File: src/rtl/wb_fifo_drain_pkg.sv
// Shared cache types: write-buffer entry layout and drain engine states.
package cache_pkg;

  localparam int WB_AW = 32;
  localparam int WB_DW = 32;
  localparam int WB_BW = WB_DW / 8;

  // Field order matches the FIFO packing {addr, byteenable, data}, addr in the MSBs.
  typedef struct packed {
    logic [WB_AW-1:0] addr;
    logic [WB_BW-1:0] be;
    logic [WB_DW-1:0] data;
  } wb_entry_t;

  typedef enum logic {
    IDLE  = 1'b0,
    WRITE = 1'b1
  } drain_state_e;

  function automatic int word_lsb(input int dw);
    return $clog2(dw / 8);
  endfunction

endpackage

File: src/rtl/wb_fifo_drain_if.sv
// FIFO read port and Avalon-style write bus seen by the write-buffer drain engine.
interface wb_fifo_drain_if #(
  parameter int AW = 32,
  parameter int DW = 32
);
  localparam int EW = AW + DW/8 + DW;

  logic            fifo_empty;
  logic            fifo_read;
  logic [EW-1:0]   fifo_readData;
  logic [AW-1:0]   av_address;
  logic            av_write;
  logic [DW-1:0]   av_writedata;
  logic [DW/8-1:0] av_byteenable;
  logic            av_waitrequest;

  modport master (
    input  fifo_empty, fifo_readData, av_waitrequest,
    output fifo_read, av_address, av_write, av_writedata, av_byteenable
  );

  modport slave (
    output fifo_empty, fifo_readData, av_waitrequest,
    input  fifo_read, av_address, av_write, av_writedata, av_byteenable
  );
endinterface

File: src/rtl/wb_fifo_drain.sv
// Write-buffer drain engine: pops store entries in order and issues one bus write per
// entry, with flush handshake, word-granular hazard check and sticky bus-timeout flag.
module wb_fifo_drain
  import cache_pkg::*;
#(
  parameter int AW      = 32,
  parameter int DW      = 32,
  parameter int TIMEOUT = 256
) (
  input  logic             clk,
  input  logic             rest,
  wb_fifo_drain_if.master  bus,
  input  logic             flush_req,
  output logic             flush_done,
  input  logic [AW-1:0]    chk_addr,
  output logic             chk_hit,
  output logic             busy,
  output logic             err
);

  localparam int BW  = DW / 8;
  localparam int EW  = AW + BW + DW;
  localparam int LSB = word_lsb(DW);
  localparam int CW  = (TIMEOUT > 0) ? $clog2(TIMEOUT + 1) : 1;
  localparam logic [CW-1:0] TMAX      = CW'(TIMEOUT);
  localparam logic [AW-1:0] WORD_MASK = ~((AW'(1) << LSB) - AW'(1));

  drain_state_e  state_q, state_d;
  logic [AW-1:0] hold_addr_q, hold_addr_d;
  logic [BW-1:0] hold_be_q, hold_be_d;
  logic [DW-1:0] hold_data_q, hold_data_d;
  logic          flush_pend_q, flush_pend_d;
  logic [CW-1:0] wait_cnt_q, wait_cnt_d;
  logic          err_q, err_d;
  logic          pop;

  always_comb begin
    state_d      = state_q;
    hold_addr_d  = hold_addr_q;
    hold_be_d    = hold_be_q;
    hold_data_d  = hold_data_q;
    flush_pend_d = flush_pend_q;
    wait_cnt_d   = wait_cnt_q;
    err_d        = err_q;

    // A pop is only taken when the holding register is free or retiring this cycle.
    pop = !rest && !bus.fifo_empty && (state_q == IDLE || !bus.av_waitrequest);

    case (state_q)
      IDLE: begin
        if (pop) state_d = WRITE;
      end
      WRITE: begin
        if (bus.av_waitrequest) begin
          if (TIMEOUT != 0 && wait_cnt_q != TMAX) wait_cnt_d = wait_cnt_q + 1'b1;
        end else begin
          wait_cnt_d = '0;
          if (!pop) state_d = IDLE;
        end
      end
    endcase

    if (pop) begin
      hold_addr_d = bus.fifo_readData[EW-1 -: AW];
      hold_be_d   = bus.fifo_readData[DW +: BW];
      hold_data_d = bus.fifo_readData[DW-1:0];
    end

    if (TIMEOUT != 0 && wait_cnt_d == TMAX) err_d = 1'b1;

    // A request landing on the completing cycle is absorbed into that completion.
    flush_done = !rest && flush_pend_q && state_q == IDLE && bus.fifo_empty;
    if (flush_done)     flush_pend_d = 1'b0;
    else if (flush_req) flush_pend_d = 1'b1;
  end

  always_ff @(posedge clk) begin
    if (rest) begin
      state_q      <= IDLE;
      hold_addr_q  <= '0;
      hold_be_q    <= '0;
      hold_data_q  <= '0;
      flush_pend_q <= 1'b0;
      wait_cnt_q   <= '0;
      err_q        <= 1'b0;
    end else begin
      state_q      <= state_d;
      hold_addr_q  <= hold_addr_d;
      hold_be_q    <= hold_be_d;
      hold_data_q  <= hold_data_d;
      flush_pend_q <= flush_pend_d;
      wait_cnt_q   <= wait_cnt_d;
      err_q        <= err_d;
    end
  end

  assign bus.fifo_read     = pop;
  assign bus.av_write      = (state_q == WRITE);
  assign bus.av_address    = hold_addr_q;
  assign bus.av_byteenable = hold_be_q;
  assign bus.av_writedata  = hold_data_q;

  assign chk_hit = (state_q == WRITE) && (((chk_addr ^ hold_addr_q) & WORD_MASK) == '0);
  assign busy    = (state_q != IDLE) || !bus.fifo_empty;
  assign err     = err_q;

endmodule

File: src/flat_wrapper.sv
// flat-port wrapper written by rule: the top's interface ports become plain ports
module wb_fifo_drain_flat import cache_pkg::*;
#(
  parameter int AW      = 32,
  parameter int DW      = 32,
  parameter int TIMEOUT = 256
)
  (clk, rest, flush_req, flush_done, chk_addr, chk_hit, busy, err, bus_fifo_empty, bus_fifo_readData, bus_av_waitrequest, bus_fifo_read, bus_av_address, bus_av_write, bus_av_writedata, bus_av_byteenable);
  wb_fifo_drain_if #(.AW(AW), .DW(DW)) bus_i ();
  input  logic clk;
  input  logic rest;
  input  logic flush_req;
  output logic flush_done;
  input  logic [AW-1:0] chk_addr;
  output logic chk_hit;
  output logic busy;
  output logic err;
  input wire logic [$bits(bus_i.fifo_empty)-1:0] bus_fifo_empty;
  input wire logic [$bits(bus_i.fifo_readData)-1:0] bus_fifo_readData;
  input wire logic [$bits(bus_i.av_waitrequest)-1:0] bus_av_waitrequest;
  output wire logic [$bits(bus_i.fifo_read)-1:0] bus_fifo_read;
  output wire logic [$bits(bus_i.av_address)-1:0] bus_av_address;
  output wire logic [$bits(bus_i.av_write)-1:0] bus_av_write;
  output wire logic [$bits(bus_i.av_writedata)-1:0] bus_av_writedata;
  output wire logic [$bits(bus_i.av_byteenable)-1:0] bus_av_byteenable;
  assign bus_i.fifo_empty = bus_fifo_empty;
  assign bus_i.fifo_readData = bus_fifo_readData;
  assign bus_i.av_waitrequest = bus_av_waitrequest;
  assign bus_fifo_read = bus_i.fifo_read;
  assign bus_av_address = bus_i.av_address;
  assign bus_av_write = bus_i.av_write;
  assign bus_av_writedata = bus_i.av_writedata;
  assign bus_av_byteenable = bus_i.av_byteenable;
  wb_fifo_drain #(.AW(AW), .DW(DW), .TIMEOUT(TIMEOUT)) u_core (.clk(clk), .rest(rest), .bus(bus_i), .flush_req(flush_req), .flush_done(flush_done), .chk_addr(chk_addr), .chk_hit(chk_hit), .busy(busy), .err(err));
endmodule
File: config.mk
export PLATFORM = sky130hd
export DESIGN_NAME = wb_fifo_drain_flat
export DESIGN_NICKNAME = d
export VERILOG_FILES = /design/src/rtl/wb_fifo_drain_pkg.sv /design/src/rtl/wb_fifo_drain_if.sv /design/src/rtl/wb_fifo_drain.sv /design/src/flat_wrapper.sv
export SDC_FILE = /design/constraint.sdc
export NUM_CORES = 1
export LEC_CHECK = 0
export BUFFER_PORTS_ARGS = -buffer_cell sky130_fd_sc_hd__buf_2
export CAP_MARGIN = 25
export CELL_PAD_IN_SITES_DETAIL_PLACEMENT = 2
export CELL_PAD_IN_SITES_GLOBAL_PLACEMENT = 2
export CORE_MARGIN = 1.5
export CORE_UTILIZATION = 21
export CTS_CLUSTER_DIAMETER = 100
export DETAILED_ROUTE_END_ITERATION = 16
export GPL_ROUTABILITY_DRIVEN = 0
export GPL_TIMING_DRIVEN = 0
export PLACE_DENSITY = 0.84
export RECOVER_POWER = 25
export SYNTH_ARGS = -nofsm -noshare
export SYNTH_HDL_FRONTEND = slang
export SYNTH_SLANG_ARGS = --single-unit
File: constraint.sdc
create_clock -name clk -period 2.1 [get_ports clk]
set_input_delay 0.525 -clock clk [delete_from_list [all_inputs] [get_ports clk]]
set_output_delay 0.525 -clock clk [all_outputs]
set_load 0.05 [all_outputs]
Word level (Yosys, flattened, before mapping):

Index checks and enable logic that the tools add are counted.

* register bits after elaboration: 80
* logic and storage cells: 31

* $add $sub $neg: 1
* eq/ne operators: 2
* mux-type cells: 6
* bitwise operators: 2
* reduce and logical (&&, ||, !) cells: 13

Operators by type and width (count)
* logical NOT 32 bit: 1
* bitwise XOR 32 bit: 1
* two-way mux 9 bit: 3
* adder 9 x 1 -> 9 bit (second input constant): 1
* == test 9 bit (second input constant): 1
* inequality test 9 bit (second input constant): 1
* logical AND 1 bit: 6
* logical NOT 1 bit: 3
* logical OR 1 bit: 2
* two-way mux 1 bit: 2
* one-hot mux 1 bit (2 select lines): 1
* OR reduction 2 bit: 1
* NOT 1 bit: 1

Depth between registers and ports, before layout:

Gate-level depths: netlist of the first run.

* depth in word-level cells: 6
* mapped depth: 8

Worst setup path before layout of the first run:

Ideal clock, no wire load.

* kind: register -> output
* from: register u_core.state_q, in the netlist u_core.bus.av_write
* to: output port chk_hit
* data arrival time: 2864 ps
* required time: 1575 ps
* setup slack: -1289 ps
* cell stages (with the launch flop): 6
* buffers on the path: 1
* path through: dfxtp_1 > buf_6 > inv_1 > nor4_1 > nand4_1 > nor4_1

* longest elaborated chain between the ends: 1

RTL lines
* from (decl): RTL line wb_fifo_drain.sv:28 `drain_state_e state_q, state_d;`
* from (signal assigned): RTL line wb_fifo_drain.sv:87 `state_q <= state_d;`
* logical AND 1 bit: RTL line wb_fifo_drain.sv:103 `assign chk_hit = (state_q == WRITE) && (((chk_addr ^ hold_addr_q) & WORD_MASK) == '0);`
* to (decl): RTL line flat_wrapper.sv:15 `output logic chk_hit;`

Every way passes these cells.

Worst setup path after layout of the first run:

* from: register u_core.hold_addr_q[29], in the netlist u_core.bus.av_address[29]
* to: output port chk_hit

* longest elaborated chain between the ends: 3

RTL lines
* from (decl): RTL line wb_fifo_drain.sv:29 `logic [AW-1:0] hold_addr_q, hold_addr_d;`
* from (signal assigned): RTL line wb_fifo_drain.sv:88 `hold_addr_q <= hold_addr_d;`
* bitwise XOR 32 bit: RTL line wb_fifo_drain.sv:103
* logical NOT 32 bit: RTL line wb_fifo_drain.sv:103
* logical AND 1 bit: RTL line wb_fifo_drain.sv:103

Every way passes these cells.

==> results.cfg, run 1 <==
[clock_tree]
clk_pin_slew_ns = 0.06
htree_levels = 3
clkSinkCount = 80
clockRootBuffer = clkbuf_16
cts_made_buffers = 9
cts_tree = done
max-clock-path-buffers = 2
cts_hold_buf = 0
insertion_delay_ns = 0.35

[cells_and_area]
area_delta_synth_final_pct = 46.0
final_layout_size_suffix_gt1_share_pct = 30.8
fillCellCount = 1902
final_util_pct = 31.5
n_antenna_cell = 0
fin_area_um2 = 5010
fin_nets = 722

[sta]
rsz0062_at_grt = yes
relSlewSlack_pct = 39.8
fin_skew_ns = 0.00350
maxClockFrequency_ghz = 0.422
layout_setup_ws_ns = -0.271
finalSetupViolations = 2
slew_violations = 0
worst_pin_slew_ns = 0.903
period_needed_ns = 2.37
setup_tns_ns = -0.438
fin_crit_sh_pct = 113
finalHoldViolCount = 0

[routing]
viasPerCell = 4.45
ant_nets = 0
drc = 0
num_vias = 3721
routed_wl_um = 14200
drt_pass1_iterations = 4
wl_per_cell_um = 16.9
first_iter_violations = 55

[placement]
placed_area_um2 = 4620
port_buffers = 174
dp_hpwl_um = 11200

[synth]
synth-simple-area-share_pct = 25.5
synth_top_cell_area_share_pct = 46.6
synth.largest_area_cell = dfxtp_1
seq_area_frac_synth_pct = 46.6
synthCells = 428
synth_seq_cells = 80
ys_warn_count = 0
synth_top_family_by_area = simple AND/OR/NAND/NOR gates
yosysUniqueCellTypes = 44
muxShareOfSynthArea_pct = 0
synth_compound_area_share_pct = 15.2
netlist_top_cells_count = nand2_1 (120), dfxtp_1 (80), o21ai_0 (71), nand2b_1 (26), xor2_1 (20)
synth_flop_cell = dfxtp_1
synth-edff-count = 0
synthXorXnorAreaFrac_pct = 7.91
syn-cell-area_um2 = 3430
synth_nets = 535
yosysMostFrequentCell = nand2_1
synth_area_per_cell_um2 = 8.02
synthAdderAreaFrac_pct = 0.729
synth.area.top_cells = dfxtp_1 (47%), nand2_1 (13%), o21ai_0 (10%), xor2_1 (5.1%), nand2b_1 (4.7%)
async_flop_share_pct = 0

[floorplanning]
rows = 46
core_um2 = 15900
dieArea_um2 = 17100
dieHeight_um = 131
fp.dieW_um = 131
start_util_pct = 21.5
io_pins = 179

[pwr]
power.switching_w = 0.00137
power.total_w = 0.00434
seq_power_share_pct = 39.2
peakVddDrop_v = 0.000380
power.internal_w = 0.00297
power.density_nw_per_um2 = 864
pwr-share-clk_pct = 40.9
power_leakage_nw = 2.16
power.share.combinational_pct = 19.8
swShare_pct = 31.5

[run_status]
status = complete, but fails checks
failed_checks = setup timing

[setup_path]
crit_arrival_ns = 1.85
rrSetupSlack_ns = 0.12
path_max_fanout = 3
setup.worst_path.class = reg2out
ff2ff_path_depth = 7
r2r_start = u_core.wait_cnt_q[1]$_SDFF_PP0_
start_kind = flip-flop
timing.rr.end = u_core.err$_SDFFE_PP0N_
required_ns = 1.57
cp-end-kind = output port

[flow_run]
cap_viol_max_count = 0

[grt]
antenna_found_initial = 1
gr-total-overflow = 0
grt_usage_pct = 16.7
grt_pass1_vias = 4054
grt_max_degree = 20
grt_pass1_wl_um = 21500

[min_path]
hold_class = in2reg
hp-start = bus_fifo_readData[31]
whs_path_depth = 3
hold_path_end = u_core.bus.av_writedata[31]$_SDFFE_PP0P_
-- power groups by stage --
stage / sequential, W / clock, W / combinational (W)
after floorplan: 0.00205 / 0 / 0.000223
after global placement: 0.00172 / 0 / 0.000828
after detailed placement: 0.00173 / 0 / 0.000856
after CTS: 0.00170 / 0.00182 / 0.000876
after global routing: 0.00171 / 0.00187 / 0.000924
final: 0.00170 / 0.00177 / 0.000861
-- cell families (layout without fill, tap and decap cells) --
logic type	Yosys count	in the layout
fa+ha+maj	2	2
xor+xnor	31	31
flops	80	80
buf+inv	32	224
simple gates	190	190
compound gates	93	93
-- critical path: stages (launching register included) --
cell	delay, ns
dfxtp_2	0.33
xor2_1	0.17
nor4_2	0.30
nand4_1	0.18
nor4_4	0.32
buf_6	0.20
-- layout make-up --
class	instances	area [µm²]	share of cell area, %
Timing Repair Buffer	177	880	17.5
Clock buffer	11	253	5.04
Inverter	6	26.3	0.524
Buffer	25	133	2.64
Tap cell	216	270	5.39
Clock inverter	5	78.8	1.57
Sequential cell	80	1610	32.1
Multi-Input combinational cell	316	1770	35.2
-- layout by cell type, fill, tap and decap left out, types with 6 or more instances in the layout --
master and instances:
buf_6 6, xnor2_1 11, xor2_1 20, dfxtp_2 6
o21ai_0 71, dfxtp_1 74, clkbuf_1 45, nand2_1 119
clkbuf_16 9, nor2_1 12, nand2b_1 26, buf_2 143
-- routing by layer --
layer	GRT usage, %	wire length (µm)	up-vias	part of all wire (%)
li1	-	-	1799	-
met3	4.97	672	23	4.7
met4	5.75	258	2	1.8
met1	18.3	5640	1815	40
met5	0	13	-	0.092
met2	30.7	7590	82	54
-- worst max path at each step --
| stage | from | slack (ns) | depth (start not counted) | to |
|---|---|---|---|---|
| 5_1_grt | u_core.bus.av_address[29]$_SDFFE_PP0P_ | -0.36 | 5 | chk_hit |
| 3_5_place_dp | bus_av_waitrequest | -0.55 | 6 | bus_fifo_read |
| 4_1_cts | u_core.bus.av_address[9]$_SDFFE_PP0P_ | -0.32 | 5 | chk_hit |
| 3_3_place_gp | bus_av_waitrequest | -0.55 | 6 | bus_fifo_read |
| 2_1_floorplan | chk_addr[29] | -0.19 | 4 | chk_hit |
| 6_report | u_core.bus.av_address[29]$_SDFFE_PP0P_ | -0.27 | 5 | chk_hit |
-- sequential cells by signal, indices dropped and copies added, names as in the netlist --
name / flops
u_core.bus.av_address: 32
u_core.bus.av_byteenable: 4
u_core.bus.av_write: 1
u_core.bus.av_writedata: 32
u_core.err: 1
u_core.flush_pend_q: 1
u_core.wait_cnt_q: 9
-- stage by stage --
step | worst slack, ns | hold slack (ns) | cells
3_3_place_gp | -0.548 | 0.441 | 818
4_1_cts | -0.316 | 0.361 | 834
2_1_floorplan | -0.191 | 0.448 | 428
6_report | -0.271 | 0.372 | 836
3_5_place_dp | -0.546 | 0.463 | 818
5_1_grt | -0.358 | 0.378 | 836
-- timing repair --
| action | CTS | global route |
|---|---|---|
| gates resized for setup | 20 | 6 |
| gates cloned | 0 | 0 |
| pin swaps | 1 | 2 |
| setup buffers | 1 | 2 |
| setup endpoints to repair | 23 | 5 |
(Power assumes the default switching activity.)
==> run 2: changes to the inputs <==
--- a/config.mk
+++ b/config.mk
@@ -20,3 +20,4 @@
 export SYNTH_ARGS = -nofsm -noshare
 export SYNTH_HDL_FRONTEND = slang
 export SYNTH_SLANG_ARGS = --single-unit
+export TNS_END_PERCENT = 5
==> constraint.sdc (replaced) <==
create_clock -name clk -period 2.1 [get_ports clk]
set_input_delay 0.105 -clock clk [delete_from_list [all_inputs] [get_ports clk]]
set_output_delay 0.105 -clock clk [all_outputs]
set_load 0.05 [all_outputs]
==> results.cfg, run 2 (same netlist as run 1, synthesis figures left out) <==
[floorplanning]
fp.dieW_um = 131
io_pins = 179
dieHeight_um = 131
dieArea_um2 = 17100
core_um2 = 15900
rows = 46
start_util_pct = 21.5

[routing]
num_vias = 4183
routed_wl_um = 17600
viasPerCell = 4.62
first_iter_violations = 154
ant_nets = 0
wl_per_cell_um = 19.4
drc = 0
drt_pass1_iterations = 4

[clock_tree]
clockRootBuffer = clkbuf_16
cts_made_buffers = 9
insertion_delay_ns = 0.34
htree_levels = 3
clkSinkCount = 80
cts_tree = done
clk_pin_slew_ns = 0.07
max-clock-path-buffers = 2

[sta]
finalHoldViolCount = 0
relSlewSlack_pct = 52.7
fin_crit_sh_pct = 99.7
slew_violations = 0
maxClockFrequency_ghz = 0.477
period_needed_ns = 2.09
setup_tns_ns = 0
rsz0062_at_grt = yes
fin_skew_ns = 0.00723
layout_setup_ws_ns = 0.00556
finalSetupViolations = 0
worst_pin_slew_ns = 0.713
hold_slack_ns = 0.0170

[setup_path]
start_kind = flip-flop
cp-end-kind = flip-flop
ff2ff_path_depth = 7
crit_arrival_ns = 2.37
required_ns = 2.38
rrSetupSlack_ns = 0.006
setup.worst_path.class = reg2reg
path_max_fanout = 5

[cells_and_area]
final_layout_size_suffix_gt1_share_pct = 27.9
area_delta_synth_final_pct = 64.7
final_cell_mix = buf_2 (145), nand2_1 (120), dfxtp_1 (76)
fin_nets = 790
fillCellCount = 1867
layout_commonest_cell = buf_2

[placement]
port_buffers = 174
pre_cts_ws_ns = -0.0167
dp_hpwl_um = 10900

[pwr]
peakVddDrop_v = 0.000328
power.density_nw_per_um2 = 774
power_leakage_nw = 2.41

[grt]
gr-total-overflow = 0
grt_pass1_wl_um = 26000
grt_max_degree = 14
grt_usage_pct = 20.4
antenna_found_initial = 1
grt_pass1_vias = 4702

[flow_run]
cap_viol_max_count = 0

[min_path]
whs_path_depth = 2
hold_class = in2reg

[run_status]
status = complete, no violations
run 2: cell count changes in the layout (fill, tap and decap cells not counted), moves of 3 or more:
cell / delta
buf_4: +4
buf_6: -5
dfxtp_2: -3
dlygate4sd3_1: +65
run 2: area by class of cell:
class / count / area [µm²] / area share, %
multi-input combinational: 316 / 1780 / 31.5
antenna: 2 / 5.00 / 0.0885
tap: 216 / 270 / 4.78
clock buffer: 11 / 253 / 4.47
buffer: 26 / 128 / 2.26
inverter: 6 / 26.3 / 0.465
sequential: 80 / 1610 / 28.5
clock inverter: 5 / 55.1 / 0.973
timing repair buffer: 244 / 1530 / 27.0
run 2: worst paths after layout:
path,startpoint,end
max,u_core.wait_cnt_q[1]$_SDFF_PP0_,u_core.err$_SDFFE_PP0N_
min,bus_fifo_empty,u_core.bus.av_write$_SDFF_PP0_
max reg2reg,u_core.wait_cnt_q[1]$_SDFF_PP0_,u_core.err$_SDFFE_PP0N_
min reg2reg,u_core.bus.av_writedata[0]$_SDFFE_PP0P_,u_core.bus.av_writedata[0]$_SDFFE_PP0P_
run 2: critical path, cell delays in order, from the launching register on:
cell	delay (ns)
dfxtp_2	0.35
inv_1	0.08
ha_2	0.18
or4b_4	0.51
or2_4	0.27
a32oi_2	0.21
and3b_1	0.24
a32o_2	0.20
run 2: per-stage QoR:
stage / util [%] / area [µm²] / cells / total power (W)
floorplan: - / 3450 / 428 / 0.00227
global placement: 28.8 / 4590 / 818 / 0.00255
finish: 35.5 / 5660 / 906 / 0.00438
CTS: 35.0 / 5580 / 900 / 0.00436
global route: 35.5 / 5650 / 905 / 0.00454
detailed placement: 28.8 / 4590 / 818 / 0.00258
run 2: what timing repair did:
action / CTS / global route
gates resized for setup: 6 / 20
hold buffers: 65 / 0
buffers inserted: 1 / 4
hold endpoints to repair: 65 / 0
endpoints found under the setup margin: 3 / 3
pin swaps: 1 / 7
run 2: power by group:
part,total [W],leakage (nW),switching (W),internal (W)
clock,0.00167,0.148,0.000689,0.000983
combinational,0.000999,1.61,0.000678,0.000320
sequential,0.00171,0.661,0.0000879,0.00162
total,0.00438,2.41,0.00145,0.00292
run 2: layer usage:
layer	up-vias	track usage, %	wire length [µm]
met3	59	3.95	728
met4	0	12.9	909
met5	-	0	0
met1	2047	21.5	6610
met2	140	37.4	9360
li1	1937	-	-
==> run 3: changes to the inputs <==
--- a/config.mk
+++ b/config.mk
@@ -9,7 +9,7 @@
 export CAP_MARGIN = 25
 export CELL_PAD_IN_SITES_DETAIL_PLACEMENT = 2
 export CELL_PAD_IN_SITES_GLOBAL_PLACEMENT = 2
-export CORE_MARGIN = 1.5
+export CORE_MARGIN = 10
 export CORE_UTILIZATION = 21
 export CTS_CLUSTER_DIAMETER = 100
 export DETAILED_ROUTE_END_ITERATION = 16
==> results.cfg, run 3 (same netlist as run 1, synthesis figures left out) <==
[run_status]
status = complete, but fails checks
failed_checks = setup timing

[setup_path]
cp-endpoint = chk_hit
rrSetupSlack_ns = 0.06
crit_chain = xor2_2 > nor4_2 > nand4_1 > nor4_2 > buf_4
crit_path_start = u_core.bus.av_address[6]$_SDFFE_PP0P_
r2r_start = u_core.wait_cnt_q[0]$_SDFF_PP0_
start_kind = flip-flop
crit_family = simple AND/OR/NAND/NOR gates
path_max_fanout = 3
required_ns = 2.00
cp-end-kind = output port
ff2ff_path_depth = 7
crit_arrival_ns = 2.04
timing.critical_path.mode_cell = nor4_2
crit_path_top_delay_cell = nor4_2
slowest_delay_ns = 0.38
timing.rr.end = u_core.err$_SDFFE_PP0N_
cp_num_buf_inv = 1
path_depth = 5
setup.worst_path.class = reg2out

[sta]
fin_skew_ns = 0.00695
maxClockFrequency_ghz = 0.467
worst_pin_slew_ns = 0.678
rsz0062_at_grt = yes
layout_setup_ws_ns = -0.0416
finalHoldViolCount = 0
period_needed_ns = 2.14
relSlewSlack_pct = 55.0
fin_crit_sh_pct = 102
slew_violations = 0
finalSetupViolations = 1

[cells_and_area]
final_layout_size_suffix_gt1_share_pct = 27.0
layout_commonest_cell = buf_2
final_util_pct = 35.5
fin_nets = 789
area_delta_synth_final_pct = 64.6
final_cell_mix = buf_2 (140), nand2_1 (120), dfxtp_1 (74)
fillCellCount = 1872

[floorplanning]
rows = 46
core_um2 = 15900
io_pins = 179
fp.dieW_um = 148
dieHeight_um = 148
dieArea_um2 = 21900
start_util_pct = 21.5

[flow_run]
cap_viol_max_count = 0

[clock_tree]
htree_levels = 3
max-clock-path-buffers = 2
cts_tree = done
clkSinkCount = 80
clockRootBuffer = clkbuf_16
cts_made_buffers = 9
insertion_delay_ns = 0.34
clk_pin_slew_ns = 0.06

[routing]
drc = 0
first_iter_violations = 146
wl_per_cell_um = 21.0
ant_nets = 0
viasPerCell = 4.57
num_vias = 4139
routed_wl_um = 19100
drt_pass1_iterations = 4

[grt]
grt_pass1_wl_um = 28800
grt_usage_pct = 16.9
antenna_found_initial = 4
gr-total-overflow = 0
grt_pass1_vias = 4876
grt_max_degree = 20

[min_path]
hp-start = bus_fifo_readData[49]
hold_class = in2reg

[placement]
pre_cts_ws_ns = -0.0287
dp_hpwl_um = 12600
port_buffers = 174

[pwr]
power.density_nw_per_um2 = 767
power_leakage_nw = 2.36
peakVddDrop_v = 0.000332
run 3: cell count changes in the layout (fill, tap and decap cells not counted), moves of 2 or more:
cell	change
buf_2	-5
clkbuf_1	+7
clkbuf_4	-2
clkinv_2	-2
dfxtp_1	-2
diode_2	+2
nor4_1	-2
nor4_2	+3
run 3: how the worst min path moves through the flow:
stage | to | cells past startpoint | slack (ns)
after global placement | u_core.bus.av_address[1]$_SDFFE_PP0P_ | 3 | 0.30
after global routing | u_core.bus.av_write$_SDFF_PP0_ | 2 | 0.03
after CTS | u_core.bus.av_writedata[6]$_SDFFE_PP0P_ | 3 | 0.002
after detailed placement | u_core.bus.av_address[0]$_SDFFE_PP0P_ | 3 | 0.31
after floorplan | u_core.bus.av_write$_SDFF_PP0_ | 1 | 0.20
final | u_core.bus.av_address[13]$_SDFFE_PP0P_ | 3 | 0.01
run 3: where the power goes:
part	internal, W	switching (W)
registers	0.00162	0.0000853
clock network	0.000953	0.000669
logic	0.000322	0.000685
run 3: repair_timing:
item                       4_1_cts  5_1_grt
hold endpoints to repair        65        0
hold buffers                    65        0
setup endpoints to repair        3       48
resized for setup                3       22
buffers inserted                 0        5
pin swaps                        0        8
run 3: metal layers:
layer / up-vias / share of wire (%) / global-route usage, %
met1: 2040 / 35 / 16.2
li1: 1936 / - / -
met5: - / 0 / 0
met2: 125 / 56 / 32.8
met3: 38 / 5.8 / 5.10
met4: 0 / 3.1 / 6.79
run 3: area by class of cell:
type                       count  area [µm²]  share of cell area [%]
inverter                       6        26.3                   0.465
multi-input combinational    316        1790                    31.6
clock inverter                 4        53.8                   0.952
buffer                        25         120                    2.12
sequential                    80        1610                    28.6
tap                          216         270                    4.78
clock buffer                  11         243                    4.29
antenna                        4        10.0                   0.177
timing repair buffer         244        1530                    27.0
run 3: metrics by stage:
step                      std cells  cell area, µm²  total power (W)  hold slack [ns]  setup TNS (ns)
after global routing            906            5650          0.00454           0.0322         -0.0549
after floorplan                 428            3450          0.00227            0.197          -0.315
after detailed placement        818            4590          0.00259            0.307         -0.0287
after global placement          818            4590          0.00256            0.299               0
final                           906            5650          0.00433           0.0142         -0.0416
after CTS                       897            5550          0.00434          0.00226          -0.222
run 3: worst reg2reg max path: stages (launching register included):
cell and delay, ns:
dfxtp_2 0.35, inv_1 0.10, ha_2 0.20, or4b_4 0.51, or2_1 0.27, a32oi_2 0.21
and3b_1 0.19, a32o_1 0.14
